==> config.mk <==
export PLATFORM = sky130hd
export DESIGN_NAME = fetch_pipe
export DESIGN_NICKNAME = d
export VERILOG_FILES = /design/src/rtl/fetch_pipe.sv
export SDC_FILE = /design/constraint.sdc
export NUM_CORES = 1
export LEC_CHECK = 0
export ABC_CLOCK_PERIOD_IN_PS = 7000
export BUFFER_PORTS_ARGS = -buffer_cell sky130_fd_sc_hd__buf_2
export CORE_MARGIN = 3
export CORE_UTILIZATION = 50
export CTS_CLUSTER_DIAMETER = 50
export DETAILED_ROUTE_END_ITERATION = 7
export GPL_TIMING_DRIVEN = 0
export PLACE_DENSITY = 0.74
export RECOVER_POWER = 50
export SYNTH_ARGS = -nofsm -noshare
export SYNTH_HDL_FRONTEND = slang
export SYNTH_SLANG_ARGS = --single-unit
==> constraint.sdc <==
create_clock -name clk -period 7 [get_ports clk]
set_input_delay 1.4 -clock clk [delete_from_list [all_inputs] [get_ports clk]]
set_output_delay 1.4 -clock clk [all_outputs]
set_load 0.005 [all_outputs]
==> src/rtl/fetch_pipe.sv <==
// fetch_pipe: decoupled instruction-fetch stage. Issues in-order requests from
// the PC, buffers responses with PC/PC+4 in a small queue, and flushes on redirect.
module fetch_pipe #(
   parameter int unsigned           DATA_WIDTH  = 32,
   parameter logic [DATA_WIDTH-1:0] RESET_PC    = '0,
   parameter int unsigned           QUEUE_DEPTH = 4
) (
   input  logic                  clk,
   input  logic                  rst,
   input  logic                  redirect_valid,
   input  logic [DATA_WIDTH-1:0] redirect_pc,
   output logic                  imem_req_valid,
   input  logic                  imem_req_ready,
   output logic [DATA_WIDTH-1:0] imem_req_addr,
   input  logic                  imem_resp_valid,
   input  logic [DATA_WIDTH-1:0] imem_resp_data,
   output logic                  out_valid,
   input  logic                  out_ready,
   output logic [DATA_WIDTH-1:0] out_instr,
   output logic [DATA_WIDTH-1:0] out_pc,
   output logic [DATA_WIDTH-1:0] out_pc4
);

   localparam int unsigned           PTR_W      = $clog2(QUEUE_DEPTH);
   localparam int unsigned           CNT_W      = PTR_W + 1;
   localparam logic [CNT_W-1:0]      DEPTH_C    = CNT_W'(QUEUE_DEPTH);
   localparam logic [DATA_WIDTH-1:0] PC_STEP    = DATA_WIDTH'(4);
   localparam logic [DATA_WIDTH-1:0] ALIGN_MASK = ~DATA_WIDTH'(3);

   typedef enum logic {
      RUN   = 1'b0,
      DRAIN = 1'b1
   } state_t;

   typedef struct packed {
      logic [DATA_WIDTH-1:0] pc;
      logic [DATA_WIDTH-1:0] pc4;
      logic [DATA_WIDTH-1:0] instr;
   } entry_t;

   state_t                 state;
   logic [DATA_WIDTH-1:0]  pc;
   entry_t                 q_entry [QUEUE_DEPTH];
   logic [QUEUE_DEPTH-1:0] q_filled;
   logic [PTR_W-1:0]       head_ptr;
   logic [PTR_W-1:0]       tail_ptr;
   logic [PTR_W-1:0]       fill_ptr;
   logic [CNT_W-1:0]       count;
   logic [CNT_W-1:0]       pending;
   logic [CNT_W-1:0]       discard;

   logic                   req_ok_c;
   logic                   req_fire_c;
   logic                   pop_c;
   logic                   fill_c;
   logic                   drop_c;
   logic [CNT_W-1:0]       flush_discard_c;
   logic [CNT_W-1:0]       drain_left_c;

   // Handshake qualifiers and flush/drain bookkeeping
   always_comb begin
      req_ok_c        = (state == RUN) && !redirect_valid && (count < DEPTH_C);
      req_fire_c      = req_ok_c && imem_req_ready;
      pop_c           = out_valid && out_ready && !redirect_valid;
      fill_c          = imem_resp_valid && (state == RUN) && (pending != '0);
      drop_c          = imem_resp_valid && (state == DRAIN) && (discard != '0);
      // A response landing in the redirect cycle consumes one of the unfilled slots
      flush_discard_c = pending - CNT_W'(fill_c);
      drain_left_c    = discard - CNT_W'(drop_c);
   end

   assign imem_req_valid = rst && req_ok_c;
   assign imem_req_addr  = pc;
   assign out_valid      = q_filled[head_ptr];
   assign out_instr      = q_entry[head_ptr].instr;
   assign out_pc         = q_entry[head_ptr].pc;
   assign out_pc4        = q_entry[head_ptr].pc4;

   // PC, queue storage and RUN/DRAIN state
   always_ff @(posedge clk or negedge rst) begin
      if (!rst) begin
         state    <= RUN;
         pc       <= RESET_PC;
         head_ptr <= '0;
         tail_ptr <= '0;
         fill_ptr <= '0;
         count    <= '0;
         pending  <= '0;
         discard  <= '0;
         q_filled <= '0;
         for (int i = 0; i < int'(QUEUE_DEPTH); i++) begin
            q_entry[i] <= '0;
         end
      end else begin
         if (redirect_valid) begin
            pc       <= redirect_pc & ALIGN_MASK;
            head_ptr <= '0;
            tail_ptr <= '0;
            fill_ptr <= '0;
            count    <= '0;
            pending  <= '0;
            q_filled <= '0;
         end else begin
            if (req_fire_c) begin
               pc                    <= pc + PC_STEP;
               q_entry[tail_ptr].pc  <= pc;
               q_entry[tail_ptr].pc4 <= pc + PC_STEP;
               q_filled[tail_ptr]    <= 1'b0;
               tail_ptr              <= tail_ptr + PTR_W'(1);
            end
            if (fill_c) begin
               q_entry[fill_ptr].instr <= imem_resp_data;
               q_filled[fill_ptr]      <= 1'b1;
               fill_ptr                <= fill_ptr + PTR_W'(1);
            end
            if (pop_c) begin
               q_filled[head_ptr] <= 1'b0;
               head_ptr           <= head_ptr + PTR_W'(1);
            end
            count   <= count + CNT_W'(req_fire_c) - CNT_W'(pop_c);
            pending <= pending + CNT_W'(req_fire_c) - CNT_W'(fill_c);
         end

         if (state == RUN) begin
            if (redirect_valid) begin
               discard <= flush_discard_c;
               state   <= (flush_discard_c != '0) ? DRAIN : RUN;
            end
         end else begin
            // Redirects here leave the count alone; only stale responses retire it
            discard <= drain_left_c;
            if (drain_left_c == '0) begin
               state <= RUN;
            end
         end
      end
   end

endmodule

# After elaboration in Yosys (flattened, before gate mapping)

Index checks and enable logic that the tools add are counted.

Flip-flop bits (word level): 436
Latch bits: 0
Memory bits (writable): 0
Memory bits (read-only): 0
Bits of input ports: 70
Word-level logic and storage cells: 121
Memories: 0

Add/subtract/negate cells: 10
Multiply operators: 0
Divide/modulo/power cells: 0
Magnitude comparators: 12
Eq/ne operators: 0
Shifts and indexed selects: 0
Muxes and demuxes: 45
Bitwise gates (word level): 9
Reductions and logical operators: 24

Operators by type and width:

| kind                    | count |
|---|---|
| $bwmux W384             | 3 |
| $mux W384               | 3 |
| $demux W96 S2           | 3 |
| $mux W96                | 3 |
| $bmux W96 S2            | 1 |
| $mux W32                | 3 |
| $mux W64                | 1 |
| $add A32 B3 Y32 const B | 1 |
| $mux W4                 | 6 |
| $logic_and A1 B1 Y1     | 15 |
| $mux W2                 | 6 |
| $mux W3                 | 4 |
| $sub A3 B1 Y3           | 4 |
| $ge A3 B3 Y1 const B    | 3 |
| $lt A2 B3 Y1 const B    | 3 |
| $not A2 Y3              | 3 |
| $reduce_bool A3 Y1      | 3 |
| $and A4 B4 Y4           | 2 |
| $mux W1                 | 8 |
| $not A4 Y4              | 2 |
| $reduce_bool A2 Y1      | 4 |
| $add A2 B1 Y2 const B   | 3 |
| $add A3 B1 Y3           | 2 |
| $demux W1 S2            | 3 |
| other kinds (8)         | 11 |

# Depth between registers and ports, before layout

Gate-level depths: netlist of run 1.

Depth after elaboration: 14
Mapped depth: 12
Depth with buffers taken out: 10

# Least setup slack after synthesis of run 1

No wires, ideal clock.

Kind: input to output
Start point: in redirect_valid
End point: out imem_req_valid
Arrival time: 2.141 ns
Path slack: 3.459 ns
Stages on the path: 3
Path buffers: 2
Cells stage by stage: clkbuf_1 buf_1 nor4b_1

Cells in the longest elaborated chain, start to end: 4

Ends and longest elaborated chain:

| element                          | line | source |
|---|---|---|
| start, declared                  | 10   | `input logic redirect_valid,` |
| $logic_not A1 Y1                 | 62   | `req_ok_c = (state == RUN) && !redirect_valid && (count < DEPTH_C);` |
| $logic_and A1 B1 Y1 (2 in a row) | 62   |  |
| $logic_and A1 B1 Y1              | 72   | `assign imem_req_valid = rst && req_ok_c;` |
| end, declared                    | 12   | `output logic imem_req_valid,` |

Every way passes these cells.

# Worst setup path in the final report of run 1

Start point: in rst
End point: out imem_req_valid

Cells in the longest elaborated chain, start to end: 1

Ends and longest elaborated chain:

| element             | line | source |
|---|---|---|
| start, declared     | 9    | `input logic rst,` |
| $logic_and A1 B1 Y1 | 72   |  |

Every way passes these cells.

==> impl_results.md, run 1 <==
- Outcome: finished with violations
- Violated checks: capacitance limit, slew limit
- Routed vias: 13.0k
- Hold Buf Count CTS: 0
- Most frequent cells in the layout: dfrtp_1, mux2_2, buf_2
- Final period util: 65.7%
- Slew Limit Fails: 108
- Area delta synth->final: 16.9%
- Number of global-route vias before repair: 13.7k
- Worst R2R Start: count[2]
- Post-Layout Cell Count: 2216
- Worst Max-Slew Pin Slew: 2.59 ns
- Root Buffer: clkbuf_16
- I/O pins: 200
- Die area: 40400 um^2
- Core outline area: 37000 um^2
- I/O Buffers: 191
- CTS Buf Count: 46
- Detailed Route WL: 49300 um
- Largest net degree at the start of global routing: 125
- Most common cell after layout, fill and taps aside: dfrtp_1
- Ranking of synthesized cells by area: dfrtp_1, mux2_2, mux4_2
- Starting density of the core: 51.3%
- Drc violations: 0
- Worst Path Arrival: 3.20 ns
- P per Cell Area: 352 nW/um^2
- Max incr delay on CP: 0.53 ns
- Final Skew: 0.0278 ns
- Fin. Hold Viols: 0
- Cell taking the most area after synthesis: dfrtp_1
- H-tree Lvls: 2
- CP cell instances: buf_8 > buf_16 > nor4b_1 > buf_2
- First-pass GRT wire length: 78200 um
- Peak supply drop: 0.186 mV
- Top Family by Delay on Critical Path: buffers and inverters
- Critical path class: in -> out
- Die X: 201 um
- WL per Instance: 22.2 um
- RSZ-0062 raised after global routing: no
- Synth top area share: 55.1%
- Hold depth: 2
- EDFF count, synth: 0
- Max transition margin: -72.5%
- Final setup viols: 0
- Reg-to-reg critical path endpoint: count[2]
- Worst path slowest cell: buf_8
- Required @ worst endpoint: 5.60 ns
- CTS tree: done
- Syn Inst Count: 1431
- Min Tclk post-route: 4.60 ns
- GR Overflow Total: 0
- Fillers: 2975
- Die H: 201 um
- Maxcap violations: 1
- Post-route cell area: 22200 um^2
- Synth warn: 0
- Yosys reg bits: 418
- Layout cell share with drive strength beyond 1: 37.1%
- FF-to-FF path depth: 12
- Via-to-Cell Ratio: 5.85
- Netlist Area Pre-Place: 19000 um^2
- Placer Congestion: 0.899
- Post-CTS Setup Bufs: 0
- HPWL after DPL: 34500 um
- Placed Cells: 2134
- Fmax: 0.217 GHz
- Clk slew on worst S/H paths: 0.05 ns
- CTS sink cnt: 418
- Hold WC Path Type: reg -> reg
- Synth unique cells: 56
- Post-synthesis area per instance: 13.3 um^2
- Drt initial violations: 934
- Worst path bufs/invs: 3
- Post-route ant nets: 0
- Critical Path Source Type: primary input
- Worst-Skew Late Latency: 0.57 ns
- Seq/Total Area, Yosys: 55.1%
- Setup crit end kind: output port
- Top FF cell, synth: dfrtp_1
- WHS Endpoint: q_entry[236]
- Global Route Usage Sum: 24.6%
- PostCTS Resize Cnt: 0
- Worst Hold Launch: q_entry[236]
- Ys async rst share: 100%
- Initial antenna violation count: 3
- Net count, final: 1771
- Post-Place Cell Area: 20700 um^2
- Pre-antenna DRT Iters: 5
- Critical path fanouts, max: 124
- # rows: 70
- Leakage power of the design: 0.0103 uW
- R2R Setup Slk: 3.53 ns
- Clock Tree Buf Depth: 3
==> Yosys cell counts, types with 2 or more instances <==
| cell | number |
|---|---|
| a211oi_1 | 2 |
| a21oi_1 | 5 |
| a221o_1 | 5 |
| a22o_1 | 3 |
| a22oi_1 | 7 |
| a31o_1 | 3 |
| and3_1 | 7 |
| and4_1 | 2 |
| buf_1 | 17 |
| buf_2 | 27 |
| buf_4 | 11 |
| clkbuf_1 | 65 |
| dfrtp_1 | 418 |
| fa_1 | 2 |
| ha_1 | 21 |
| inv_1 | 15 |
| inv_2 | 2 |
| mux2_2 | 244 |
| mux2i_1 | 5 |
| mux4_2 | 93 |
| nand2_1 | 178 |
| nand2b_1 | 3 |
| nand3_1 | 16 |
| nand4_1 | 13 |
| nor2_1 | 24 |
| nor2b_1 | 3 |
| nor3_1 | 7 |
| nor3_2 | 5 |
| nor3b_1 | 2 |
| nor4_1 | 8 |
| o211ai_1 | 7 |
| o21ai_0 | 121 |
| o21ai_1 | 16 |
| o221ai_1 | 4 |
| o311ai_0 | 11 |
| or3_1 | 2 |
| or4_1 | 2 |
| xnor2_1 | 21 |
| xor2_1 | 17 |
==> flip-flops by register name, indices dropped and copies added (netlist names) <==
signal and flops:
q_entry 368, discard 3, imem_req_addr 30, head_ptr 2
tail_ptr 2, pending 3, state 1, count 3
fill_ptr 2, q_filled 4
==> final cells by class <==
cell class                      count  area (um^2)  area share (%)
Clock inverter                     25          339            1.53
Clock buffer                       55         1220            5.52
Timing Repair Buffer              194         1000            4.51
Antenna cell                        2         5.00          0.0225
Inverter                           18         67.6           0.304
Multi-Input combinational cell    879         7950            35.8
Buffer                            121          529            2.38
Sequential cell                   418        10500            47.1
Tap cell                          504          631            2.84
==> routing by layer <==
| metal | up-vias | wire [um] | GRT usage (%) |
|---|---|---|---|
| li1 | 5667 | - | - |
| met1 | 6747 | 20700 | 34.4 |
| met2 | 445 | 22900 | 38.2 |
| met3 | 113 | 3600 | 4.67 |
| met4 | 2 | 2050 | 10.1 |
| met5 | - | 12 | 0 |
==> how the worst max path moves through the flow <==
stage,cells after the start,slack (ns),startpoint,to
after global routing,3,1.88,rst,q_entry[196]
after detailed placement,4,2.27,rst,imem_req_valid
after floorplan,3,3.46,redirect_valid,imem_req_valid
after global placement,1,-3.49,rst,q_entry[296]
after CTS,4,2.26,rst,imem_req_valid
final,4,2.40,rst,imem_req_valid
==> worst min-delay path, cell delays in order, from the launching register on <==
cell,delay [ns]
dfrtp_1,0.34
nand2_1,0.05
o21ai_0,0.06
==> metrics by stage <==
| step | hold slack [ns] | setup TNS [ns] | setup slack (ns) | total power, uW | util (%) |
|---|---|---|---|---|---|
| after floorplan | 0.445 | 0 | 3.46 | 4540 | - |
| after global placement | 0.455 | -1439.83 | -3.49 | 5250 | 55.6 |
| after detailed placement | 0.466 | 0 | 2.27 | 5360 | 55.8 |
| after CTS | 0.480 | 0 | 2.26 | 7880 | 60.1 |
| after global routing | 0.505 | 0 | 1.88 | 8230 | 59.9 |
| final | 0.475 | 0 | 2.40 | 7820 | 59.9 |
==> power by group <==
group	switching [uW]	internal [uW]	total [uW]
clock network	994	1510	2500
logic	919	1030	1950
registers	332	3040	3370
==> cells by family (layout without fill, tap and decap cells) <==
group	count (synthesis)	in the layout	share of synthesized area [%]
flip-flops	418	418	55.1
multiplexers	342	342	25.8
AND/OR/NAND/NOR	281	281	6.81
AO/OA/AOI/OAI	189	189	5.84
buffers and inverters	139	413	3.15
XOR/XNOR	38	38	1.75
adder cells (fa/ha/maj)	23	23	1.59
other	1	8	0.0197
Power figures use the tool's default switching activity.
==> run 2: changes to the inputs <==
--- a/config.mk
+++ b/config.mk
@@ -5,7 +5,7 @@
 export SDC_FILE = /design/constraint.sdc
 export NUM_CORES = 1
 export LEC_CHECK = 0
-export ABC_CLOCK_PERIOD_IN_PS = 7000
+export ABC_CLOCK_PERIOD_IN_PS = 4660
 export BUFFER_PORTS_ARGS = -buffer_cell sky130_fd_sc_hd__buf_2
 export CORE_MARGIN = 3
 export CORE_UTILIZATION = 50
==> constraint.sdc (replaced) <==
create_clock -name clk -period 4.66 [get_ports clk]
set_input_delay 0.932 -clock clk [delete_from_list [all_inputs] [get_ports clk]]
set_output_delay 0.932 -clock clk [all_outputs]
set_load 0.005 [all_outputs]
==> run 2 against run 1 <==
  * Count of clock-buffer cells in the layout unchanged
  * Clock power increased by 50%
  * Critical endpoint is now out_pc[20]
  * Core utilization barely moved
  * The run still ends with capacitance limit, slew limit left
  * Via count up 0.43%
  * Cell area about the same
  * Highest routed layer unchanged
  * Die area is the same
  * Non-clock buffer count stayed put
==> impl_results.md, run 2 (synthesis results as in run 1) <==
- Initial antenna violation count: 3 (unchanged)
- Routed vias: 13.0k (about the same)
- Final period util: 86.3%
- Min Tclk post-route: 4.02 ns
- First-pass GRT wire length: 78200 um (unchanged)
- Clock Tree Buf Depth: 3 (unchanged)
- Outcome: finished with violations (unchanged)
- Hold Buf Count CTS: 0 (unchanged)
- Largest net degree at the start of global routing: 125 (unchanged)
- Drc violations: 0 (unchanged)
- Peak supply drop: 0.279 mV (was 0.186 mV)
- Layout cell share with drive strength beyond 1: 37.4% (was 37.1%)
- Max transition margin: -56.6% (was -72.5%)
- Reg-to-reg critical path endpoint: count[2] (unchanged)
- Most frequent cells in the layout: dfrtp_1, mux2_2, buf_2 (unchanged)
- # rows: 70 (unchanged)
- Worst R2R Start: count[2] (unchanged)
- Most common cell after layout, fill and taps aside: dfrtp_1 (unchanged)
- Required @ worst endpoint: 3.73 ns (was 5.60 ns)
- Biggest register: q_entry (unchanged)
- RSZ-0062 raised after global routing: no (unchanged)
- WL per Instance: 22.3 um (was 22.2 um)
- Fmax: 0.249 GHz
- Post-route ant nets: 0 (unchanged)
- Root Buffer: clkbuf_16 (unchanged)
- HPWL after DPL: 34500 um (unchanged)
- Die X: 201 um (unchanged)
- Slew Limit Fails: 196 (was 108)
- Leakage power of the design: 0.0103 uW (about the same)
- Net count, final: 1771 (unchanged)
- Pre-antenna DRT Iters: 5 (unchanged)
- CTS tree: done (unchanged)
- CTS sink cnt: 418 (unchanged)
- Placer Congestion: 0.899 (unchanged)
- Final Skew: 0.0256 ns (was 0.0278 ns)
- I/O Buffers: 191 (unchanged)
- Critical path origin: head_ptr[1] (was rst)
- Critical Path Source Type: flip-flop (was primary input)
- Crit path to: out_pc[20] (was imem_req_valid)
- FF-to-FF path depth: 12 (unchanged)
- PostCTS Resize Cnt: 0 (unchanged)
- Worst-Skew Late Latency: 0.57 ns (about the same)
- GR Overflow Total: 0 (unchanged)
- Fin. Hold Viols: 0 (unchanged)
- Post-CTS Setup Bufs: 0 (unchanged)
- Die area: 40400 um^2 (unchanged)
- Drt initial violations: 930 (was 934)
- Worst Path Arrival: 3.09 ns (was 3.20 ns)
- Via-to-Cell Ratio: 5.88 (was 5.85)
- Switching share of power: 28.7% (about the same)
- Core outline area: 37000 um^2 (unchanged)
- Maxcap violations: 2 (was 1)
- Worst Max-Slew Pin Slew: 2.35 ns (was 2.59 ns)
- NetSw: 3370 uW (was 2240 uW)
- Sequential power share: 43.1% (about the same)
- P per Cell Area: 529 nW/um^2 (was 352 nW/um^2)
- Critical path class: reg -> out (was in -> out)
- Violated checks: capacitance limit, slew limit (unchanged)
- Logic pwr share: 24.9% (about the same)
- Number of global-route vias before repair: 13.7k (unchanged)
- Final setup viols: 0 (unchanged)
- Starting density of the core: 51.3% (unchanged)
- Critical path fanouts, max: 10 (was 124)
- R2R Setup Slk: 1.40 ns (was 3.53 ns)
- Clk pwr share: 32.0% (about the same)
- Global Route Usage Sum: 24.6% (unchanged)
- CTS Buf Count: 46 (unchanged)
- Clk slew on worst S/H paths: 0.06 ns (was 0.05 ns)
- Int Pwr: 8380 uW (was 5580 uW)
- Post-Layout Cell Count: 2216 (unchanged)
- Detailed Route WL: 49300 um (about the same)
- Max reg flops: 368 (unchanged)
- Placed Cells: 2134 (unchanged)
- Die H: 201 um (unchanged)
- I/O pins: 200 (unchanged)
- Setup crit end kind: output port (unchanged)
- Hold WC Path Type: in -> async (was reg -> reg)
- Setup TNS: 0 ns (unchanged)
- Area delta synth->final: 16.8% (was 16.9%)
- Total power: 11700 uW (was 7820 uW)
- H-tree Lvls: 2 (unchanged)
-- run 2: cell types whose count changed in the layout (fill, tap and decap cells not counted) --
cell,delta
clkbuf_1,-6
buf_2,+4
buf_1,+3
buf_16,-1
nor4_1,-1
nor4_2,+1
-- run 2: worst min path at each step --
stage | startpoint | end | slack [ns]
after global placement | q_entry[330] | q_entry[330] | 0.46
after floorplan | q_entry[130] | q_entry[130] | 0.44
after global routing | rst | q_entry[167] | 0.46
after detailed placement | q_entry[37] | q_entry[37] | 0.47
after CTS | rst | q_entry[171] | 0.45
final | rst | q_entry[167] | 0.38
-- run 2: per-stage QoR --
| stage | worst slack, ns | util [%] | hold WS (ns) | area, um^2 |
|---|---|---|---|---|
| 2_1_floorplan | 1.79 | - | 0.445 | 19000 |
| 3_3_place_gp | -5.36 | 55.6 | 0.455 | 20600 |
| 3_5_place_dp | 0.868 | 55.8 | 0.466 | 20700 |
| 4_1_cts | 0.598 | 60.1 | 0.453 | 22300 |
| 5_1_grt | 0.284 | 59.9 | 0.458 | 22200 |
| 6_report | 0.641 | 59.9 | 0.385 | 22200 |
-- run 2: cell type report --
class | count | area, um^2
clock buffers | 55 | 1220
repair buffers | 194 | 981
fillers | 2973 | 14900
inverters | 18 | 67.6
multi-input cells | 879 | 7950
clock inverters | 25 | 339
plain buffers | 121 | 531
diodes | 2 | 5.00
well taps | 504 | 631
flip-flops and latches | 418 | 10500
-- run 2: power groups by stage --
stage	combinational [uW]	clock (uW)	sequential [uW]
floorplan	1890	0	4940
global placement	2850	0	5040
detailed placement	2950	0	5110
CTS	2970	3830	5050
global route	3210	3990	5170
finish	2930	3760	5060
-- run 2: critical path, stage by stage (launching register included) --
cell	delay [ns]
dfrtp_1	0.38
clkbuf_1	0.26
clkbuf_1	0.59
clkbuf_1	0.65
mux4_2	0.48
buf_2	0.16
-- run 2: metal layers --
layer | routed length [um] | track usage, % | up-vias
met4 | 2050 | 10.1 | 2
met2 | 23000 | 38.2 | 470
li1 | - | - | 5665
met1 | 20600 | 34.4 | 6782
met5 | 12 | 0 | -
met3 | 3670 | 4.67 | 111
